==> config.mk <==
export PLATFORM = sky130hd
export DESIGN_NAME = ctrl_unit
export DESIGN_NICKNAME = d
export VERILOG_FILES = /design/src/rtl/ctrl_unit.sv
export SDC_FILE = /design/constraint.sdc
export NUM_CORES = 1
export LEC_CHECK = 0
export ABC_AREA = 1
export CORE_ASPECT_RATIO = 0.7
export CORE_MARGIN = 8
export CORE_UTILIZATION = 35
export CTS_CLUSTER_DIAMETER = 120
export DETAILED_ROUTE_END_ITERATION = 16
export PLACE_DENSITY = 0.81
export SLEW_MARGIN = 20
export SYNTH_ARGS = -nofsm -noshare
export SYNTH_HDL_FRONTEND = slang
export SYNTH_SLANG_ARGS = --single-unit
==> constraint.sdc <==
create_clock -name clk -period 4.4 [get_ports clk]
set_input_delay 0.88 -clock clk [delete_from_list [all_inputs] [get_ports clk]]
set_output_delay 0.88 -clock clk [all_outputs]
set_load 0.02 [all_outputs]
==> src/rtl/ctrl_unit.sv <==
// ---------------------------------------------------------------------------
// ctrl_unit
//
// Decode, hazard and forwarding control for the 5-stage pipelined MIPS core.
// Branch and jump resolution happens in ID, and there is no branch delay
// slot. The unit keeps its own EX/MEM copies of destination-register
// information. This means it needs only the ID and IF instruction words
// from the datapath.
//
// Ports
//   clk        pipeline clock, rising edge
//   rst        synchronous active-high reset
//   if_instr   instruction currently in IF (pre-decoded for jmp_stall)
//   instr      instruction currently in ID (fully decoded)
//   rsrtequ    ID operands (after forwarding) are equal
//   rsrtneq    ID operands are not equal
//   cu_branch  taken beq/bne
//   cu_jump    j or jal
//   jmp_stall  IF holds a control transfer; front end inserts one nop
//   cu_wreg    register-file write
//   cu_m2reg   writeback data comes from memory
//   cu_wmem    data-memory write
//   cu_aluc    ALU operation code
//   cu_shift   ALU A operand is shamt
//   cu_aluimm  ALU B operand is the immediate
//   cu_sext    sign-extend imm16 (else zero-extend)
//   cu_regrt   destination is rt (else rd)
//   cu_wpcir   PC/IR write enable, 0 while stalling
//   cu_fwda    rs operand select: 00 regfile, 01 EX ALU, 10 MEM ALU, 11 MEM load
//   cu_fwdb    rt operand select, same encoding
//   cu_jal     jal (destination $31, writes PC+4)
//   cu_jr      jr
// ---------------------------------------------------------------------------
module ctrl_unit (
    input  logic        clk,
    input  logic        rst,
    input  logic [31:0] if_instr,
    input  logic [31:0] instr,
    input  logic        rsrtequ,
    input  logic        rsrtneq,
    output logic        cu_branch,
    output logic        cu_jump,
    output logic        jmp_stall,
    output logic        cu_wreg,
    output logic        cu_m2reg,
    output logic        cu_wmem,
    output logic [5:0]  cu_aluc,
    output logic        cu_shift,
    output logic        cu_aluimm,
    output logic        cu_sext,
    output logic        cu_regrt,
    output logic        cu_wpcir,
    output logic [1:0]  cu_fwda,
    output logic [1:0]  cu_fwdb,
    output logic        cu_jal,
    output logic        cu_jr
);

    localparam logic [5:0] OP_RTYPE = 6'b000000;
    localparam logic [5:0] OP_J     = 6'b000010;
    localparam logic [5:0] OP_JAL   = 6'b000011;
    localparam logic [5:0] OP_BEQ   = 6'b000100;
    localparam logic [5:0] OP_BNE   = 6'b000101;
    localparam logic [5:0] OP_ADDI  = 6'b001000;
    localparam logic [5:0] OP_ADDIU = 6'b001001;
    localparam logic [5:0] OP_SLTI  = 6'b001010;
    localparam logic [5:0] OP_ANDI  = 6'b001100;
    localparam logic [5:0] OP_ORI   = 6'b001101;
    localparam logic [5:0] OP_XORI  = 6'b001110;
    localparam logic [5:0] OP_LUI   = 6'b001111;
    localparam logic [5:0] OP_LW    = 6'b100011;
    localparam logic [5:0] OP_SW    = 6'b101011;

    localparam logic [5:0] FN_SLL   = 6'b000000;
    localparam logic [5:0] FN_SRL   = 6'b000010;
    localparam logic [5:0] FN_SRA   = 6'b000011;
    localparam logic [5:0] FN_JR    = 6'b001000;
    localparam logic [5:0] FN_ADD   = 6'b100000;
    localparam logic [5:0] FN_ADDU  = 6'b100001;
    localparam logic [5:0] FN_SUB   = 6'b100010;
    localparam logic [5:0] FN_SUBU  = 6'b100011;
    localparam logic [5:0] FN_AND   = 6'b100100;
    localparam logic [5:0] FN_OR    = 6'b100101;
    localparam logic [5:0] FN_XOR   = 6'b100110;
    localparam logic [5:0] FN_NOR   = 6'b100111;
    localparam logic [5:0] FN_SLT   = 6'b101010;

    logic [5:0] opcode;
    logic [5:0] funct;
    logic [4:0] rs;
    logic [4:0] rt;
    logic [4:0] rd;

    assign opcode = instr[31:26];
    assign rs     = instr[25:21];
    assign rt     = instr[20:16];
    assign rd     = instr[15:11];
    assign funct  = instr[5:0];

    logic isRtype;
    logic isAdd, isAddu, isSub, isSubu, isAnd, isOr, isXor, isNor, isSlt;
    logic isSll, isSrl, isSra, isJr;
    logic isAddi, isAddiu, isAndi, isOri, isXori, isSlti, isLui;
    logic isLw, isSw, isBeq, isBne, isJ, isJal;
    logic rAluOp, rShiftOp, iAluOp, supported;

    // One-hot instruction recognition for the ID-stage word. Every recognised
    // opcode/funct pair gets its own flag so the control equations below
    // read like the instruction groups they describe.
    always_comb begin
        isRtype = (opcode == OP_RTYPE);
        isAdd   = isRtype && (funct == FN_ADD);
        isAddu  = isRtype && (funct == FN_ADDU);
        isSub   = isRtype && (funct == FN_SUB);
        isSubu  = isRtype && (funct == FN_SUBU);
        isAnd   = isRtype && (funct == FN_AND);
        isOr    = isRtype && (funct == FN_OR);
        isXor   = isRtype && (funct == FN_XOR);
        isNor   = isRtype && (funct == FN_NOR);
        isSlt   = isRtype && (funct == FN_SLT);
        isSll   = isRtype && (funct == FN_SLL);
        isSrl   = isRtype && (funct == FN_SRL);
        isSra   = isRtype && (funct == FN_SRA);
        isJr    = isRtype && (funct == FN_JR);
        isAddi  = (opcode == OP_ADDI);
        isAddiu = (opcode == OP_ADDIU);
        isAndi  = (opcode == OP_ANDI);
        isOri   = (opcode == OP_ORI);
        isXori  = (opcode == OP_XORI);
        isSlti  = (opcode == OP_SLTI);
        isLui   = (opcode == OP_LUI);
        isLw    = (opcode == OP_LW);
        isSw    = (opcode == OP_SW);
        isBeq   = (opcode == OP_BEQ);
        isBne   = (opcode == OP_BNE);
        isJ     = (opcode == OP_J);
        isJal   = (opcode == OP_JAL);

        rAluOp    = isAdd | isAddu | isSub | isSubu | isAnd | isOr | isXor | isNor | isSlt;
        rShiftOp  = isSll | isSrl | isSra;
        iAluOp    = isAddi | isAddiu | isAndi | isOri | isXori | isSlti;
        supported = rAluOp | rShiftOp | isJr | iAluOp | isLui | isLw | isSw
                  | isBeq | isBne | isJ | isJal;
    end

    logic [5:0] alucRaw;
    logic       wregRaw;
    logic       regrtRaw;
    logic [4:0] destReg;
    logic       usesRs;
    logic       usesRt;

    // ALU operation and destination selection. R-type instructions pass their
    // funct field through unchanged. The immediate forms map onto the matching
    // R-type funct code. An unsupported encoding leaves everything at zero, so
    // it behaves as a nop.
    always_comb begin
        alucRaw = 6'b000000;
        if (rAluOp | rShiftOp | isJr) begin
            alucRaw = funct;
        end else if (isAddi | isAddiu | isLw | isSw) begin
            alucRaw = 6'b100000;
        end else if (isAndi) begin
            alucRaw = 6'b100100;
        end else if (isOri) begin
            alucRaw = 6'b100101;
        end else if (isXori) begin
            alucRaw = 6'b100110;
        end else if (isSlti) begin
            alucRaw = 6'b101010;
        end else if (isLui) begin
            alucRaw = 6'b001111;
        end

        wregRaw  = rAluOp | rShiftOp | iAluOp | isLui | isLw | isJal;
        regrtRaw = iAluOp | isLui | isLw;

        if (isJal) begin
            destReg = 5'd31;
        end else if (regrtRaw) begin
            destReg = rt;
        end else begin
            destReg = rd;
        end

        usesRs = supported & ~(rShiftOp | isLui | isJ | isJal);
        usesRt = rAluOp | rShiftOp | isSw | isBeq | isBne;
    end

    logic       exWreg_q,  exWreg_d;
    logic       exM2reg_q, exM2reg_d;
    logic [4:0] exDn_q,    exDn_d;
    logic       memWreg_q, memWreg_d;
    logic       memM2reg_q, memM2reg_d;
    logic [4:0] memDn_q,   memDn_d;

    // Forwarding select for one source field. The youngest producer, which
    // sits in EX, wins. A load still in EX cannot forward at all; that case is
    // handled by the load-use stall instead. Register 0 never forwards.
    function automatic logic [1:0] fwdSelect(
        input logic       used,
        input logic [4:0] src,
        input logic       exW,
        input logic       exM,
        input logic [4:0] exD,
        input logic       memW,
        input logic       memM,
        input logic [4:0] memD
    );
        logic [1:0] sel;
        sel = 2'b00;
        if (used) begin
            if (exW && (exD != 5'd0) && (exD == src) && !exM) begin
                sel = 2'b01;
            end else if (memW && (memD != 5'd0) && (memD == src) && !memM) begin
                sel = 2'b10;
            end else if (memW && memM && (memD != 5'd0) && (memD == src)) begin
                sel = 2'b11;
            end
        end
        return sel;
    endfunction

    logic       loadUseStall;
    logic [1:0] fwdaRaw;
    logic [1:0] fwdbRaw;

    // Hazard detection: a load in EX whose target is read by the ID
    // instruction must hold PC/IR for one cycle. A forwarding select is
    // still produced during that cycle, but only the held retry uses it.
    always_comb begin
        loadUseStall = exWreg_q && exM2reg_q && (exDn_q != 5'd0)
                     && ((usesRs && (exDn_q == rs)) || (usesRt && (exDn_q == rt)));
        fwdaRaw = fwdSelect(usesRs, rs, exWreg_q, exM2reg_q, exDn_q,
                            memWreg_q, memM2reg_q, memDn_q);
        fwdbRaw = fwdSelect(usesRt, rt, exWreg_q, exM2reg_q, exDn_q,
                            memWreg_q, memM2reg_q, memDn_q);
    end

    logic [5:0] ifOpcode;
    logic [5:0] ifFunct;
    logic       ifTransfer;

    // IF-stage pre-decode: any control transfer in fetch makes the front end
    // hold PC and slip a nop into IR. This gives ID time to resolve the
    // target before the next useful fetch.
    always_comb begin
        ifOpcode   = if_instr[31:26];
        ifFunct    = if_instr[5:0];
        ifTransfer = (ifOpcode == OP_J) || (ifOpcode == OP_JAL)
                   || (ifOpcode == OP_BEQ) || (ifOpcode == OP_BNE)
                   || ((ifOpcode == OP_RTYPE) && (ifFunct == FN_JR));
    end

    // Output stage. Reset forces every output low, including the PC/IR enable
    // and the forwarding selects. A stall suppresses only the state-changing
    // writes. Branch and jump indications stay decoded during a stall because
    // the held PC makes them harmless.
    always_comb begin
        cu_branch = 1'b0;
        cu_jump   = 1'b0;
        jmp_stall = 1'b0;
        cu_wreg   = 1'b0;
        cu_m2reg  = 1'b0;
        cu_wmem   = 1'b0;
        cu_aluc   = 6'b000000;
        cu_shift  = 1'b0;
        cu_aluimm = 1'b0;
        cu_sext   = 1'b0;
        cu_regrt  = 1'b0;
        cu_wpcir  = 1'b0;
        cu_fwda   = 2'b00;
        cu_fwdb   = 2'b00;
        cu_jal    = 1'b0;
        cu_jr     = 1'b0;
        if (!rst) begin
            cu_branch = (isBeq & rsrtequ) | (isBne & rsrtneq);
            cu_jump   = isJ | isJal;
            jmp_stall = ifTransfer;
            cu_wreg   = wregRaw & ~loadUseStall;
            cu_m2reg  = isLw;
            cu_wmem   = isSw & ~loadUseStall;
            cu_aluc   = alucRaw;
            cu_shift  = rShiftOp;
            cu_aluimm = iAluOp | isLui | isLw | isSw;
            cu_sext   = isAddi | isAddiu | isSlti | isLw | isSw | isBeq | isBne;
            cu_regrt  = regrtRaw;
            cu_wpcir  = ~loadUseStall;
            cu_fwda   = fwdaRaw;
            cu_fwdb   = fwdbRaw;
            cu_jal    = isJal;
            cu_jr     = isJr;
        end
    end

    // Next shadow contents: the ID instruction moves into EX and EX moves
    // into MEM. The gated write enable is used, so a stalled instruction
    // enters EX as a bubble.
    always_comb begin
        exWreg_d   = cu_wreg;
        exM2reg_d  = cu_m2reg;
        exDn_d     = destReg;
        memWreg_d  = exWreg_q;
        memM2reg_d = exM2reg_q;
        memDn_d    = exDn_q;
    end

    // Shadow pipeline registers. Synchronous reset clears both stages, so no
    // hazard or forward can survive a reset.
    always_ff @(posedge clk) begin
        if (rst) begin
            exWreg_q   <= 1'b0;
            exM2reg_q  <= 1'b0;
            exDn_q     <= 5'd0;
            memWreg_q  <= 1'b0;
            memM2reg_q <= 1'b0;
            memDn_q    <= 5'd0;
        end else begin
            exWreg_q   <= exWreg_d;
            exM2reg_q  <= exM2reg_d;
            exDn_q     <= exDn_d;
            memWreg_q  <= memWreg_d;
            memM2reg_q <= memM2reg_d;
            memDn_q    <= memDn_d;
        end
    end

endmodule

==> results.sh <==
export IMPL_synth_edff_count=0
export IMPL_rsz0062_at_grt="no"
export IMPL_core_sq_um=3540
export IMPL_numCtsBuffers=3
export IMPL_timing_fmax_ghz=0.246
export IMPL_endpoint_kind="output pin"
export IMPL_place_congestion=0.872
export IMPL_grt_total_usage_pct=13.7
export IMPL_syn_area_per_cell_sq_um=6.09
export IMPL_cts_root_buf="clkbuf_8"
export IMPL_power_total_mw=0.361
export IMPL_cts_resized=0
export IMPL_grt_max_degree=13
export IMPL_yosysWarnings=0
export IMPL_placedInstanceArea_sq_um=1990
export IMPL_first_global_vias=1410
export IMPL_antenna_found_initial=0
export IMPL_final_setup_worst_slack_ps=328
export IMPL_synth_area_leaders="dfxtp_1, nand2_1, nor2_1"
export IMPL_ir_drop_mv=0.123
export IMPL_htreeDepth=1
export IMPL_detail_route_iter0_violations=99
export IMPL_antenna_cells=0
export IMPL_hold_viol=0
export IMPL_ant_nets=0
export IMPL_slowest_stage="clkdlybuf4s50_1"
export IMPL_cts_tree="built"
export IMPL_clk_pin_slew_worst_paths_ps=50
export IMPL_pin_count=91
export IMPL_path_max_fanout=8
export IMPL_min_path_type="register to register"
export IMPL_syn_inst=212
export IMPL_finalSetupViolCount=0
export IMPL_critical_path_required_ps=3520
export IMPL_holdWs_ps=426
export IMPL_core_rowCount=18
export IMPL_post_place_ws_ps=341
export IMPL_final_min_clock_period_ps=4070
export IMPL_async_flop_share_pct=0
export IMPL_cts_buffer_depth=2
export IMPL_status="finished, final reports clean"
export IMPL_syn_nets=280
export IMPL_layout_commonest_cell="clkdlybuf4s50_1"
export IMPL_fin_skew_ps=2.30
export IMPL_post_route_period_util_pct=92.5
export IMPL_drv_cap=0
export IMPL_vias_per_cell=4.77
export IMPL_ys_types=32
export IMPL_critPathMaxStageDelay_ps=630
export IMPL_mappedNetlistArea_sq_um=1290
export IMPL_cts_setup_buffers=0
export IMPL_vias=1560
export IMPL_portBuffers=64
export IMPL_final_max_slew_viol_count=0
export IMPL_wl_per_cell_microns=12.9
export IMPL_die_area_sq_um=5920
export IMPL_crit_top_cell="nand3_2"
export IMPL_power_density_nw_per_um2=178
export IMPL_fin_setup_tns_ps=0
export IMPL_grt_overflow=0
export IMPL_cts_sinks=14
export IMPL_cp_start_kind="input port"
export IMPL_drc=0
export IMPL_worstPathArrival_ps=3190
export IMPL_syn2layout_area_growth_pct=57.1
export IMPL_leakage_nw=0.868
export IMPL_crit_type="input port to output pin"
export IMPL_ys_flop_type="dfxtp_1"
export IMPL_yosys_area_top_type="dfxtp_1"
export IMPL_layout_common_cells="clkdlybuf4s50_1, nand2_1, nor2_1, inv_1, nand3_1"
export IMPL_routed_wl_microns=4210
export IMPL_clock_latency_ps=240
export IMPL_start_util_pct=36.5
export IMPL_yosys_area_top_type_share_pct=21.7
export IMPL_die_y_microns=66.8
export IMPL_path_delay_family="buffers and inverters"
export IMPL_design_area_sq_um=2030
export IMPL_postCtsHoldBufs=0
export IMPL_drive_gt1_share_pct=9.39
export IMPL_critical_path_cell_chain="clkdlybuf4s50_1 -> nand2_2 -> inv_2 -> nand3_2 -> nand3_2 -> a21oi_4 -> nand3_2 -> nand3_1 -> nand2_1 -> nand2_1 -> nand2_2 -> nor2_1 -> clkdlybuf4s50_1"
export IMPL_hpwl_microns=3550
export IMPL_layout_nets=347
export IMPL_critPathBufInv=3
export IMPL_ys_ff_latch=14
export IMPL_drtPass1Iterations=5
export IMPL_die_x_microns=88.6
export IMPL_synth_seq_area_share_pct=21.7
export IMPL_grt_pass1_wl_microns=6530
==> per-stage QoR <==
stage	util, %	instances
detailed placement	56.2	324
floorplan	-	212
finish	57.4	327
global route	57.4	327
CTS	57.4	327
global placement	56.2	324
==> area by class of cell <==
type                            count  area, sq um
Clock buffer                        3         41.3
Fill cell                         345         1510
Inverter                           35          131
Multi-Input combinational cell    160          865
Sequential cell                    14          280
Tap cell                           50         62.6
Timing Repair Buffer               65          648
==> final timing paths <==
kind                             start                    to  slack (ps)  cells past startpoint
setup / recovery             instr[26]               cu_wreg         330                     13
hold / removal     exWreg_q$_SDFF_PP0_  memWreg_q$_SDFF_PP0_         430                      2
hold reg to reg    exWreg_q$_SDFF_PP0_  memWreg_q$_SDFF_PP0_         430                      2
setup reg to reg  exDn_q[1]$_SDFF_PP0_   exWreg_q$_SDFF_PP0_        3030                     11
==> synth_stat cells, types with 4 or more instances <==
cell and number:
dfxtp_1 14, xor2_1 6, a21oi_1 6, nor2_1 36
nand2_1 37, nand3_1 17, o21ai_0 7, nor3_1 5
inv_1 29, inv_2 5, xnor2_1 6, a31oi_1 4
nand4_1 5, nand3_2 6
==> per-layer routing <==
metal  track usage, %  routed length [microns]  share of wire [%]
met1             18.6                     2040                 48
met5                0                        0                  0
met3             4.42                      412                9.8
met2             20.9                     1740                 41
met4             1.47                       19               0.45
==> power by group <==
group / switching, mW / internal (mW)
Clock: 0.0388 / 0.0602
Sequential: 0.00652 / 0.134
Combinational: 0.0585 / 0.0629
==> flip-flops by register name (all words and copies together), names as in the netlist <==
name / count
exDn_q: 5
exWreg_q: 1
memDn_q: 5
memWreg_q: 1
exM2reg_q: 1
memM2reg_q: 1
==> kinds of logic after synthesis <==
group	Yosys count	synth area share, %
AND/OR/NAND/NOR	122	46.2
buffers and inverters	38	11.3
AO/OA/AOI/OAI	25	12.3
flip-flops	14	21.7
XOR/XNOR	12	8.14
other	1	0.290
==> worst reg2reg max path: cells and delay by family, from the launching register on <==
family,cells,cell delay (ps)
simple gates,9,870
flops,1,320
buf+inv,2,140
Note: power is estimated with default switching activity, not from simulation.
